File: src/rtl/entity_pkg.sv
// Shared entity codes, default widths and game-state encoding for the sprite priority mux.
package entity_pkg;

    localparam int ID_W    = 7;
    localparam int COORD_W = 10;
    localparam int DIR_W   = 2;

    // Player (layer 0) overlapping layers 1..4 (the ghosts) ends the game by default
    localparam logic [31:0] DEFAULT_HIT_MASK = 32'h0000_001E;

    localparam logic [ID_W-1:0] NONE     = 7'd0;
    localparam logic [ID_W-1:0] PACMAN   = 7'd1;
    localparam logic [ID_W-1:0] MAZE     = 7'd2;
    localparam logic [ID_W-1:0] BLINKY   = 7'd3;
    localparam logic [ID_W-1:0] PINKY    = 7'd4;
    localparam logic [ID_W-1:0] INKY     = 7'd5;
    localparam logic [ID_W-1:0] CLYDE    = 7'd6;
    localparam logic [ID_W-1:0] PELLET   = 7'd7;
    localparam logic [ID_W-1:0] ONES     = 7'd8;
    localparam logic [ID_W-1:0] TENS     = 7'd9;
    localparam logic [ID_W-1:0] HUNDREDS = 7'd10;
    localparam logic [ID_W-1:0] THOUS    = 7'd11;
    localparam logic [ID_W-1:0] TENTHOUS = 7'd12;
    localparam logic [ID_W-1:0] CHERRY   = 7'd15;

    typedef enum logic {
        PLAYING = 1'b0,
        LOST    = 1'b1
    } game_state_t;

endpackage

File: src/rtl/priority_enc.sv
// Lowest-index-first priority encoder: reports the smallest set request bit.
module priority_enc #(
    parameter int N     = 16,
    parameter int IDX_W = (N > 1) ? $clog2(N) : 1
) (
    input  logic [N-1:0]     req,
    output logic [IDX_W-1:0] index,
    output logic             found
);

    // Scan from the top down so the lowest set bit is the last one written
    always_comb begin
        index = '0;
        found = 1'b0;
        for (int i = N - 1; i >= 0; i--) begin
            if (req[i]) begin
                index = IDX_W'(i);
                found = 1'b1;
            end
        end
    end

endmodule

File: src/rtl/entity_priority_mux.sv
// Sprite layer priority mux with player-collision bookkeeping and sticky game-over flag.
module entity_priority_mux #(
    parameter int                    N_LAYERS = 16,
    parameter int                    ID_W     = entity_pkg::ID_W,
    parameter int                    COORD_W  = entity_pkg::COORD_W,
    parameter int                    DIR_W    = entity_pkg::DIR_W,
    parameter logic [N_LAYERS-1:0]   HIT_MASK = entity_pkg::DEFAULT_HIT_MASK[N_LAYERS-1:0]
) (
    input  logic                          Clk,
    input  logic                          Reset_n,
    input  logic [N_LAYERS-1:0]           is_layer,
    input  logic [N_LAYERS*ID_W-1:0]      layer_id,
    input  logic [N_LAYERS*DIR_W-1:0]     layer_dir,
    input  logic [N_LAYERS*COORD_W-1:0]   layer_x,
    input  logic [N_LAYERS*COORD_W-1:0]   layer_y,
    input  logic                          draw_en,
    input  logic                          frame_start,
    input  logic                          clear_lose,
    output logic [ID_W-1:0]               entity,
    output logic [DIR_W-1:0]              entityDir,
    output logic [COORD_W-1:0]            entityX,
    output logic [COORD_W-1:0]            entityY,
    output logic                          entity_valid,
    output logic [N_LAYERS-1:0]           collide_layers,
    output logic                          lose_game,
    output logic                          lose_pulse,
    output logic [7:0]                    last_frame_hits
);

    import entity_pkg::*;

    localparam int IDX_W = (N_LAYERS > 1) ? $clog2(N_LAYERS) : 1;
    // Layer 0 is the player itself, so it can never collide with itself
    localparam logic [N_LAYERS-1:0] HIT_USED = HIT_MASK & ~N_LAYERS'(1);

    logic [N_LAYERS-1:0] req;
    logic [IDX_W-1:0]    win_idx;
    logic                win_found;
    logic [N_LAYERS-1:0] hits;
    logic                coll_pix;
    logic [7:0]          hit_cnt;
    logic [7:0]          hit_cnt_inc;
    game_state_t         state_q;
    game_state_t         state_d;
    logic                lose_rise;

    assign req         = is_layer & {N_LAYERS{draw_en}};
    assign hits        = is_layer & HIT_USED;
    assign coll_pix    = draw_en & is_layer[0] & (|hits);
    assign hit_cnt_inc = (hit_cnt == 8'hFF) ? 8'hFF : hit_cnt + 8'd1;
    assign lose_game   = (state_q == LOST);

    priority_enc #(.N(N_LAYERS), .IDX_W(IDX_W)) u_enc (
        .req   (req),
        .index (win_idx),
        .found (win_found)
    );

    // Register the winning layer's fields, or all zeros when no layer is drawn
    always_ff @(posedge Clk or negedge Reset_n) begin
        if (!Reset_n) begin
            entity       <= '0;
            entityDir    <= '0;
            entityX      <= '0;
            entityY      <= '0;
            entity_valid <= 1'b0;
        end else if (win_found) begin
            entity       <= layer_id[win_idx*ID_W +: ID_W];
            entityDir    <= layer_dir[win_idx*DIR_W +: DIR_W];
            entityX      <= layer_x[win_idx*COORD_W +: COORD_W];
            entityY      <= layer_y[win_idx*COORD_W +: COORD_W];
            entity_valid <= 1'b1;
        end else begin
            entity       <= '0;
            entityDir    <= '0;
            entityX      <= '0;
            entityY      <= '0;
            entity_valid <= 1'b0;
        end
    end

    // Per-frame collision record and saturating pixel count; frame_start folds in the current pixel
    always_ff @(posedge Clk or negedge Reset_n) begin
        if (!Reset_n) begin
            hit_cnt         <= 8'd0;
            last_frame_hits <= 8'd0;
            collide_layers  <= '0;
        end else if (frame_start) begin
            last_frame_hits <= coll_pix ? hit_cnt_inc : hit_cnt;
            hit_cnt         <= {7'd0, coll_pix};
            collide_layers  <= coll_pix ? hits : '0;
        end else if (coll_pix) begin
            hit_cnt         <= hit_cnt_inc;
            collide_layers  <= collide_layers | hits;
        end
    end

    // Game state register and the registered rising-edge pulse
    always_ff @(posedge Clk or negedge Reset_n) begin
        if (!Reset_n) begin
            state_q    <= PLAYING;
            lose_pulse <= 1'b0;
        end else begin
            state_q    <= state_d;
            lose_pulse <= lose_rise;
        end
    end

    // Collision sets LOST; clear_lose only returns to PLAYING when no collision is present
    always_comb begin
        state_d   = state_q;
        lose_rise = 1'b0;
        case (state_q)
            PLAYING: begin
                if (coll_pix) begin
                    state_d   = LOST;
                    lose_rise = 1'b1;
                end
            end
            LOST: begin
                if (clear_lose && !coll_pix) begin
                    state_d = PLAYING;
                end
            end
            default: state_d = PLAYING;
        endcase
    end

endmodule

File: config.mk
export PLATFORM = sky130hd
export DESIGN_NAME = entity_priority_mux
export DESIGN_NICKNAME = d
export VERILOG_FILES = /design/src/rtl/entity_pkg.sv /design/src/rtl/priority_enc.sv /design/src/rtl/entity_priority_mux.sv
export SDC_FILE = /design/constraint.sdc
export NUM_CORES = 1
export LEC_CHECK = 0
export CELL_PAD_IN_SITES_DETAIL_PLACEMENT = 1
export CELL_PAD_IN_SITES_GLOBAL_PLACEMENT = 1
export CORE_AREA = 2 2 208 210
export DETAILED_ROUTE_END_ITERATION = 16
export DIE_AREA = 0 0 210 212
export DONT_BUFFER_PORTS = 1
export GPL_ROUTABILITY_DRIVEN = 0
export PLACE_DENSITY_LB_ADDON = 0.1
export SLEW_MARGIN = 20
export SYNTH_ARGS = -nofsm -noshare
export SYNTH_HDL_FRONTEND = slang
export SYNTH_SLANG_ARGS = --single-unit
File: constraint.sdc
create_clock -name Clk -period 3 [get_ports Clk]
set_input_delay 0.45 -clock Clk [delete_from_list [all_inputs] [get_ports Clk]]
set_output_delay 0.45 -clock Clk [all_outputs]
set_load 0.02 [all_outputs]
; ---- Yosys cells after proc, flatten, opt, wreduce, memory -nomap -nowiden
; Index checks and enable logic that the tools add are counted.
[classes]
multipliers = 2
mux = 47
n_reduce_logical = 4
bitwise_logic = 5
n_eq_ne = 1
shifts = 4
n_addsub = 1
[ops]
columns = op, n
row1 = $shiftx 160x9->10, 2
row2 = $shiftx 112x8->7, 1
row3 = $mux 4, 16
row4 = $mux 16, 2
row5 = $shiftx 32x6->2, 1
row6 = $mux 8, 3
row7 = $mux 1, 20
row8 = $mux 10, 2
row9 = $and 16x16->16, 1
row10 = $or 16x5->16, 1
row11 = $mul 4x3->7 const B, 2
row12 = $add 8x1->8 const B, 1
row13 = $eq 8x8->1 const B, 1
row14 = $mux 7, 1
row15 = $mux 5, 1
row16 = $reduce_or 4->1, 1
row17 = $and 1x1->1, 2
row18 = $mux 2, 1
row19 = $pmux 1 s2, 1
row20 = $reduce_bool 2->1, 1
row21 = $logic_and 1x1->1, 1
row22 = $logic_not 1->1, 1
row23 = $not 1->1, 1
[word_totals]
register_bits = 64
input_bits = 485
output_inout_bits = 56

; ---- Longest topological paths before layout
; Gate-level depths: netlist of the first run.
[logic_depth]
word_depth = 20
ltp_mapped = 12
mapped_depth_nobuf = 7

; ---- Cells and area by module
; From an unflattened synthesis of the first run, not the netlist that was laid out.
[unflattened]
hier_cells = 496
area_unflattened_um2 = 5874.4
[by_module_without_submodules]
columns = mod, area_each_um2, seq_area_each_um2, cells_per_inst, instances
row1 = entity_priority_mux, 5695.5, 1301.2, 463, 1
row2 = priority_enc, 178.9, 0.0, 33, 1

; ---- Worst setup path after synthesis of the first run
; OpenSTA, ideal clock, no wires.
[synth_path]
path_type = in2reg
from = input is_layer[4]
to = register entityY[6]
slack_ns = 0.756
setup_ns = 0.129
required_ns = 2.871
stages = 9
arrival_time_ns = 2.115
path_buffers = 3
path_cell_list = or4_1 -> nor3_2 -> a22o_1 -> buf_4 -> buf_6 -> buf_4 -> nand2_1 -> a211oi_1 -> nor3_2
[synth_via]
elab_chain_cells = 9
elab_cells_between_ends = 14
[synth_rtl]
columns = item, line
row1 = start: declaration, entity_priority_mux.sv:11  ; input logic [N_LAYERS-1:0] is_layer,
row2 = $and 16x16->16 (*), entity_priority_mux.sv:47  ; assign req = is_layer & {N_LAYERS{draw_en}};
row3 = $mux 4 (5 in a row), priority_enc.sv:16  ; if (req[i]) begin
row4 = $mul 4x3->7, entity_priority_mux.sv:71  ; entityY <= layer_y[win_idx*COORD_W +: COORD_W];
row5 = $shiftx 160x9->10, entity_priority_mux.sv:71
row6 = $mux 10 (*), entity_priority_mux.sv:67  ; end else if (win_found) begin
row7 = end signal: assignment, entity_priority_mux.sv:71
row8 = end: declaration, entity_priority_mux.sv:22  ; output logic [COORD_W-1:0] entityY,
; Mark *: on every way between the ends. The rest lies on a longest branch, timed or not.
; A chain may end at the register's enable or synchronous reset.

; ---- Worst setup path after layout of the first run
[layout_path]
from = input is_layer[4]
to = register entityX[1]
[layout_via]
elab_chain_cells = 9
elab_cells_between_ends = 14
[layout_rtl]
columns = item, line
row1 = $and 16x16->16 (*), entity_priority_mux.sv:47
row2 = $mux 4 (5 in a row), priority_enc.sv:16
row3 = $mul 4x3->7, entity_priority_mux.sv:70  ; entityX <= layer_x[win_idx*COORD_W +: COORD_W];
row4 = $shiftx 160x9->10, entity_priority_mux.sv:70
row5 = $mux 10 (*), entity_priority_mux.sv:67
row6 = end signal: assignment, entity_priority_mux.sv:70
row7 = end: declaration, entity_priority_mux.sv:21  ; output logic [COORD_W-1:0] entityX,
; Marked as above.

==> results of run 1 <==
[placed cells by master (no fill, tap or decap), drive strengths merged, types with 2 or more instances in the layout]
| cell type | instances |
|---|---|
| nor2 | 46 |
| mux2 | 3 |
| and3 | 6 |
| nand4 | 9 |
| inv | 10 |
| o31ai | 3 |
| nand2 | 430 |
| dfrtp | 52 |
| nor3b | 2 |
| nor4 | 23 |
| or3 | 2 |
| buf | 45 |
| a21oi | 68 |
| xnor2 | 3 |
| conb | 12 |
| o21ai | 12 |
| o22ai | 6 |
| nand3 | 239 |
| or4 | 4 |
| a32oi | 4 |
| and2 | 3 |
| o311ai | 2 |
| clkbuf | 5 |
| a211oi | 3 |
| mux2i | 16 |
| a311o | 4 |
| clkinv | 2 |
| nor2b | 4 |
| nor3 | 7 |
[worst max path at each step]
stage	to	slack [ps]	depth (start not counted)
after detailed placement	entityDir[1]$_DFF_PN0_	120	8
after global routing	entityDir[1]$_DFF_PN0_	180	8
final	entityX[1]$_DFF_PN0_	490	9
after global placement	entityDir[1]$_DFF_PN0_	180	8
after floorplan	entityY[6]$_DFF_PN0_	760	9
after CTS	entityDir[1]$_DFF_PN0_	480	8
[logic make-up after synthesis]
logic type,count (synthesis),share of synthesized area (%)
muxes,19,3.13
other,1,0.0605
DFF,52,21.0
AOI/OAI and AO/OA,110,10.4
buffers and inverters,106,9.32
adders and majority gates,1,0.202
and+or+nand+nor,780,55.4
xor gates and xnor gates,4,0.565
[power breakdown]
group | switching (mW) | internal, mW | leakage [nW] | total, mW
registers | 0.164 | 0.778 | 0.641 | 0.942
clock network | 0.378 | 0.317 | 0.0742 | 0.694
logic | 0.479 | 0.273 | 2.23 | 0.751
total | 1.02 | 1.37 | 2.95 | 2.39
[final cells by class]
type	count	area share (%)
repair buffers	46	7.77
multi-input cells	926	61.9
clock buffers	5	1.75
flip-flops and latches	52	18.2
clock inverters	3	0.315
inverters	9	0.473
diodes	1	0.0350
well taps	546	9.56
[state kept, by name (all words and copies together), names as in the netlist]
register / flops
entity: 7
entity_valid: 1
entityDir: 2
lose_game: 1
lose_pulse: 1
collide_layers: 4
entityY: 10
last_frame_hits: 8
hit_cnt: 8
entityX: 10
[per-layer routing]
metal,vias to the layer above,wire length [µm],GRT usage (%)
li1,3550,-,-
met1,3607,17400,22.5
met2,284,19900,30.5
met3,18,2790,4.37
met4,0,431,3.60
met5,-,0,0
[worst max-delay path: stages]
cell,delay (ps)
nor4b_1,470
o311ai_0,320
buf_4,220
nand3_4,100
buf_12,260
buf_4,300
nand3_1,90
a21oi_1,290
nor4_1,80
==> impl_results.md, run 1 <==
- Final hold violation count: 0
- Fraction of layout cells with a size suffix above 1: just under 7%
- Critical path required time: 3210 ps
- Buffers on Ports: 0
- Time the worst path needs with I/O delays and setup: 2510 ps
- Syn Std Cell Area: around 6200 µm²
- Number of clock sinks seen by CTS: 52
- Worst hold slack: 171 ps
- Setup-failing EPs final: 0
- Start of the worst register-to-register path: hit_cnt[3]$_DFF_PN0_
- Cell chosen for the clock root: clkbuf_16
- Most common cell in the synthesized netlist: nand2_1
- Total area of sequential cells: 1300 µm²
- R2R Setup Slk: 1300 ps
- Crit path launch: is_layer[4]
- Number of primary I/O pins: 541
- Max-cap check violation count: 0
- Critical Setup Path Class: primary input to flop
- Clock H-tree levels: 2
- Relative slew slack: 41.7%
- Number of nets with antenna violations after routing: 0
- Overall routed net length: between 40000 and 50000 µm
- Status: completed
- Beginning of the worst hold path: frame_start
- Number of buffers on the longest clock path: 2
- Utilization of the core after routing: 16.8%
- Accumulated negative setup slack: 0 ps
- Total number of placement rows: 76
- Iteration-0 DRC count of the detailed router: 434
- Syn avg cell area: 5.78 µm²
- Global Route Usage Sum: 17.7%
- Final worst slack: 493 ps
- Hold WC Path Type: primary input to flop
- Cts hold-fix bufs: 2
- Sequential cell area fraction in the yosys report: 21.0%
- Power Total: 2.39 mW
- Highest achievable clock rate: ~400 MHz
- Unrepaired setup endpoints after global routing: no
- Layout overhead on the synthesized area: 15.3%
- Startpoint class of the critical path: primary input
- Antenna violations before repair: 1
- Worst reg2reg path depth: 5
- Final max-slew violation count: 0
- Post-CTS setup-driven buffer insertion count: 0
- Number of global-route vias before repair: 8166
- Static leakage: 2.95 nW
- Worst Clk Skew: 11.6 ps
- Number of DRC violations after detailed routing: 0
- Number of vias in the routed layout: 7459
- Post-synth top flop: dfrtp_1
- CTS tree: done
- Hold Path Cell Cnt: 1
- Fin crit share: 83.6%
- DRT Pass-1 Iters: 4
- Capture instance of the worst register-to-register path: last_frame_hits[3]$_DFFE_PN0P_
- Maximum number of pins on one net before global-route repair: 93
- Critical-path maximum fanout: 61
- Transition time at the pin with the least slew margin: a little under 900 ps
- Number of distinct library cell variants in the gate-level netlist after synthesis: 52
- Die Y: 212 µm
- Max rail drop VDD: 0.250 mV
- Area share of the largest cell type after synthesis: between 20% and 30%
- Fill cells: 5354
- Nature of the critical path endpoint: flop
- Number of gates resized after cts: 0
- Area of the die: 44500 µm²
- YS warnings: 0
- Clock transition at path regs: around 90 ps
- Net count of the finished layout: 1526
- Total of flip-flops plus latches after synthesis: 52
- Detailed placement HPWL: roughly 32000 µm
- Library cell occupying the most area in the post-synthesis netlist: nand2_1
- Number of buffers added by the clock tree synthesis step: 5
- Cell Pwr Density: 334 nW/µm²
- Grt total ovfl: 0
- Number of placed cells counting well taps: 1577
- Top cells by area, synth: nand2_1, dfrtp_1, nand3_1
- End point of the most critical hold path: hit_cnt[2]$_DFF_PN0_
- Core Footprint: between 40000 and 50000 µm²
- Gate count of the mapped netlist: 1073
- Critical Path AT: 2720 ps
- DR WL/cell: approximately 26 µm
- Width of the die: between 200 and 250 µm
- Starting utilization of the core area: between 10 and 15%
- Post-Place Worst Slack: between 100 and 150 ps
- Post-place instance area: 6960 µm²
- Share of flip-flops with an asynchronous set or reset: 100%
- Clock latency at the later pin of the worst-skew pair: 340 ps
- Vias per std cell: roughly 4.7
- Count of flip-flops with a built-in enable after synthesis: 0
- Area of the multi-input gates: 4420 µm²
- Wire length of the first global-routing pass: 57300 µm
- Filler-free cell count of the finished design: 1588
- Most common library cells after synthesis: nand2_1, nand3_1, a21oi_1
- Layout Cell Area excl Fill: between 7000 and 8000 µm²
(Power assumes the default switching activity.)
==> run 2, diff against run 1 <==
--- a/config.mk
+++ b/config.mk
@@ -7,9 +7,9 @@
 export LEC_CHECK = 0
 export CELL_PAD_IN_SITES_DETAIL_PLACEMENT = 1
 export CELL_PAD_IN_SITES_GLOBAL_PLACEMENT = 1
-export CORE_AREA = 2 2 208 210
+export CORE_AREA = 2 2 209 211
 export DETAILED_ROUTE_END_ITERATION = 16
-export DIE_AREA = 0 0 210 212
+export DIE_AREA = 0 0 211 213
 export DONT_BUFFER_PORTS = 1
 export GPL_ROUTABILITY_DRIVEN = 0
 export PLACE_DENSITY_LB_ADDON = 0.1
==> constraint.sdc (replaced) <==
create_clock -name Clk -period 2.5 [get_ports Clk]
set_input_delay 0.375 -clock Clk [delete_from_list [all_inputs] [get_ports Clk]]
set_output_delay 0.375 -clock Clk [all_outputs]
set_load 0.02 [all_outputs]
==> run 2 against run 1 <==
Register-to-register slack worse by 490 ps. Hold slack worse by 66 ps. Clock power is 20% higher. Sequential cell count is the same. Setup slack worse by 170 ps.
==> impl_results.md, run 2 (synthesis gave the netlist of run 1 again) <==
- Status: completed
- Worst hold slack: 105 ps (-65.7 ps)
- Stages on worst setup path: 11 (+2)
- DR WL/cell: 25.4 µm (-0.61%)
- Fin crit share: slightly below 90%
- Overall routed net length: 41200 µm (+1.6%)
- Crit path largest cell delay: 410 ps (-60 ps)
- Nature of the critical path endpoint: flop
- Utilization of the core after routing: 17.6% (+0.75 points)
- Worst reg2reg path depth: 5 (unchanged)
- Cell chosen for the clock root: clkbuf_16
- Static leakage: 3.13 nW (+6.1%)
- R2R Setup Slk: 810 ps (-490 ps)
- Number of buffers added by the clock tree synthesis step: 5 (unchanged)
- Number of vias in the routed layout: 7663 (+2.7%)
- Detailed placement HPWL: 33500 µm (+4.6%)
- Total area of sequential cells: 1300 µm² (unchanged)
- Max-cap check violation count: 0 (unchanged)
- Time the worst path needs with I/O delays and setup: 2180 ps
- Start of the worst register-to-register path: hit_cnt[3]$_DFF_PN0_
- Crit path launch: is_layer[4]
- Clock transition at path regs: 80 ps (about the same)
- Number of primary I/O pins: 541 (unchanged)
- Buffers on Ports: 0 (unchanged)
- Final hold violation count: 0 (unchanged)
- Crit-path slowest cell: nor4b_1
- Cell Pwr Density: 389 nW/µm² (+17%)
- Area of the multi-input gates: 4430 µm² (about the same)
- Max rail drop VDD: 0.238 mV (-4.7%)
- Layout Cell Area excl Fill: 7500 µm² (+4.9%)
- Final max-slew violation count: 0 (unchanged)
- Critical Path AT: 2390 ps (-330 ps)
- Hold WC Path Type: primary input to flop
- Core Footprint: 42700 µm² (+0.45%)
- Capture instance of the worst register-to-register path: last_frame_hits[2]$_DFFE_PN0P_
- Chain of cells forming the critical path: nor4b_1, o311ai_0, buf_4, nand3_4, buf_4, nor2_4, buf_12, buf_12, nand3_1, nand3_1, nor4_1
- Post-CTS setup-driven buffer insertion count: 0 (unchanged)
- Clock H-tree levels: 2 (unchanged)
- Starting utilization of the core area: 14.5% (-0.065 points)
- CTS tree: done
- Number of global-route vias before repair: 8328 (+2.0%)
- Post-Place Worst Slack: -212 ps (-328 ps)
- Net count of the finished layout: 1557 (+2.0%)
- Number of buffers on the longest clock path: 2 (unchanged)
- Width of the die: 211 µm (+0.48%)
- Critical-path maximum fanout: 13 (-79%)
- Unrepaired setup endpoints after global routing: no
- Post-place instance area: 7290 µm² (+4.8%)
- Final worst slack: 322 ps (-171 ps)
- Number of clock sinks seen by CTS: 52 (unchanged)
- Maximum number of pins on one net before global-route repair: 58 (-38%)
- Family with the most delay on the worst path: simple AND/OR/NAND/NOR gates
- Highest achievable clock rate: 459 MHz
- Leading registers by flop count: entityX: 10 flops, entityY: 10 flops
- Accumulated negative setup slack: 0 ps (unchanged)
- Critical path required time: 2710 ps (-500 ps)
- Number of DRC violations after detailed routing: 0 (unchanged)
- Buffering stage count on the worst path with inverters included: 4 (+1)
- Relative slew slack: 63.1% (+21 points)
- Fraction of layout cells with a size suffix above 1: 9.70% (+2.8 points)
- Wire length of the first global-routing pass: 57900 µm (+0.94%)
- Area of the die: 44900 µm² (+0.95%)
- Clock latency at the later pin of the worst-skew pair: 340 ps (about the same)
- Commonest cells after routing, fill and taps aside: nand2_1, nand3_1, a21oi_1
- Filler-free cell count of the finished design: 1624 (+2.3%)
- Global Route Usage Sum: 17.8% (+0.081 points)
- Layout overhead on the synthesized area: 20.9%
- Worst Clk Skew: 9.18 ps (-2.47 ps)
- Iteration-0 DRC count of the detailed router: 371 (-15%)
- Critical Setup Path Class: primary input to flop
- Fill cells: 5316 (-0.71%)
- Most common cell after layout, fill and taps aside: nand2_1
- Number of placed cells counting well taps: 1608 (+2.0%)
- Grt total ovfl: 0 (unchanged)
- Total number of placement rows: 76 (unchanged)
- Power Total: 2.92 mW (+22%)
- Number of nets with antenna violations after routing: 0 (unchanged)
- Timing endpoint of the critical path: entityDir[1]$_DFF_PN0_
- Transition time at the pin with the least slew margin: 549 ps (-323 ps)
- Vias per std cell: 4.72 (+0.46%)
- Die Y: 213 µm (+0.47%)
- DRT Pass-1 Iters: 4 (unchanged)
- Startpoint class of the critical path: primary input
- Setup-failing EPs final: 0 (unchanged)
- Antenna violations before repair: 7 (+6)
-- run 2: routing by layer --
layer | track usage, % | routed length, µm | share of wire, %
met2 | 30.7 | 20300 | 49
met3 | 5.52 | 3420 | 8.3
met1 | 21.6 | 16900 | 41
met5 | 0 | 13 | 0.032
met4 | 4.42 | 581 | 1.4
-- run 2: cell type report --
type / instances / share of cell area (%)
Multi-Input combinational cell: 926 / 59.0
Inverter: 9 / 0.451
Clock inverter: 3 / 0.300
Timing Repair Buffer: 77 / 11.9
Antenna cell: 6 / 0.200
Clock buffer: 5 / 1.67
Tap cell: 546 / 9.11
Sequential cell: 52 / 17.4
-- run 2: timing repair --
action	4_1_cts	5_1_grt
setup endpoints to repair	0	1
hold endpoints to repair	52	0
resized for setup	0	1
hold buffers	2	0
-- run 2: worst min path at each step --
stage | from | to | slack (ps) | depth (start not counted)
after floorplan | Reset_n | collide_layers[1]$_DFFE_PN0N_ | 80 | 0
after global routing | frame_start | hit_cnt[4]$_DFF_PN0_ | 80 | 1
after global placement | Reset_n | collide_layers[1]$_DFFE_PN0N_ | 80 | 0
final | frame_start | hit_cnt[2]$_DFF_PN0_ | 110 | 1
after detailed placement | Reset_n | collide_layers[1]$_DFFE_PN0N_ | 80 | 0
after CTS | frame_start | hit_cnt[2]$_DFF_PN0_ | 70 | 1
-- run 2: power by group --
part,internal [mW],switching [mW]
registers,0.933,0.198
clock network,0.380,0.452
logic,0.371,0.586
-- run 2: worst register-to-register path: stages (launching register included) --
cell and delay [ps]:
dfrtp_1 430, nand4_1 140, or2_2 320, nor3_1 420, nor2_1 160, a21oi_1 160
==> run 3, diff against run 2 <==
--- a/config.mk
+++ b/config.mk
@@ -5,6 +5,7 @@
 export SDC_FILE = /design/constraint.sdc
 export NUM_CORES = 1
 export LEC_CHECK = 0
+export CAP_MARGIN = 20
 export CELL_PAD_IN_SITES_DETAIL_PLACEMENT = 1
 export CELL_PAD_IN_SITES_GLOBAL_PLACEMENT = 1
 export CORE_AREA = 2 2 209 211
==> results of run 3 <==
Final layout, timing and power as in run 2 (identical DEF).
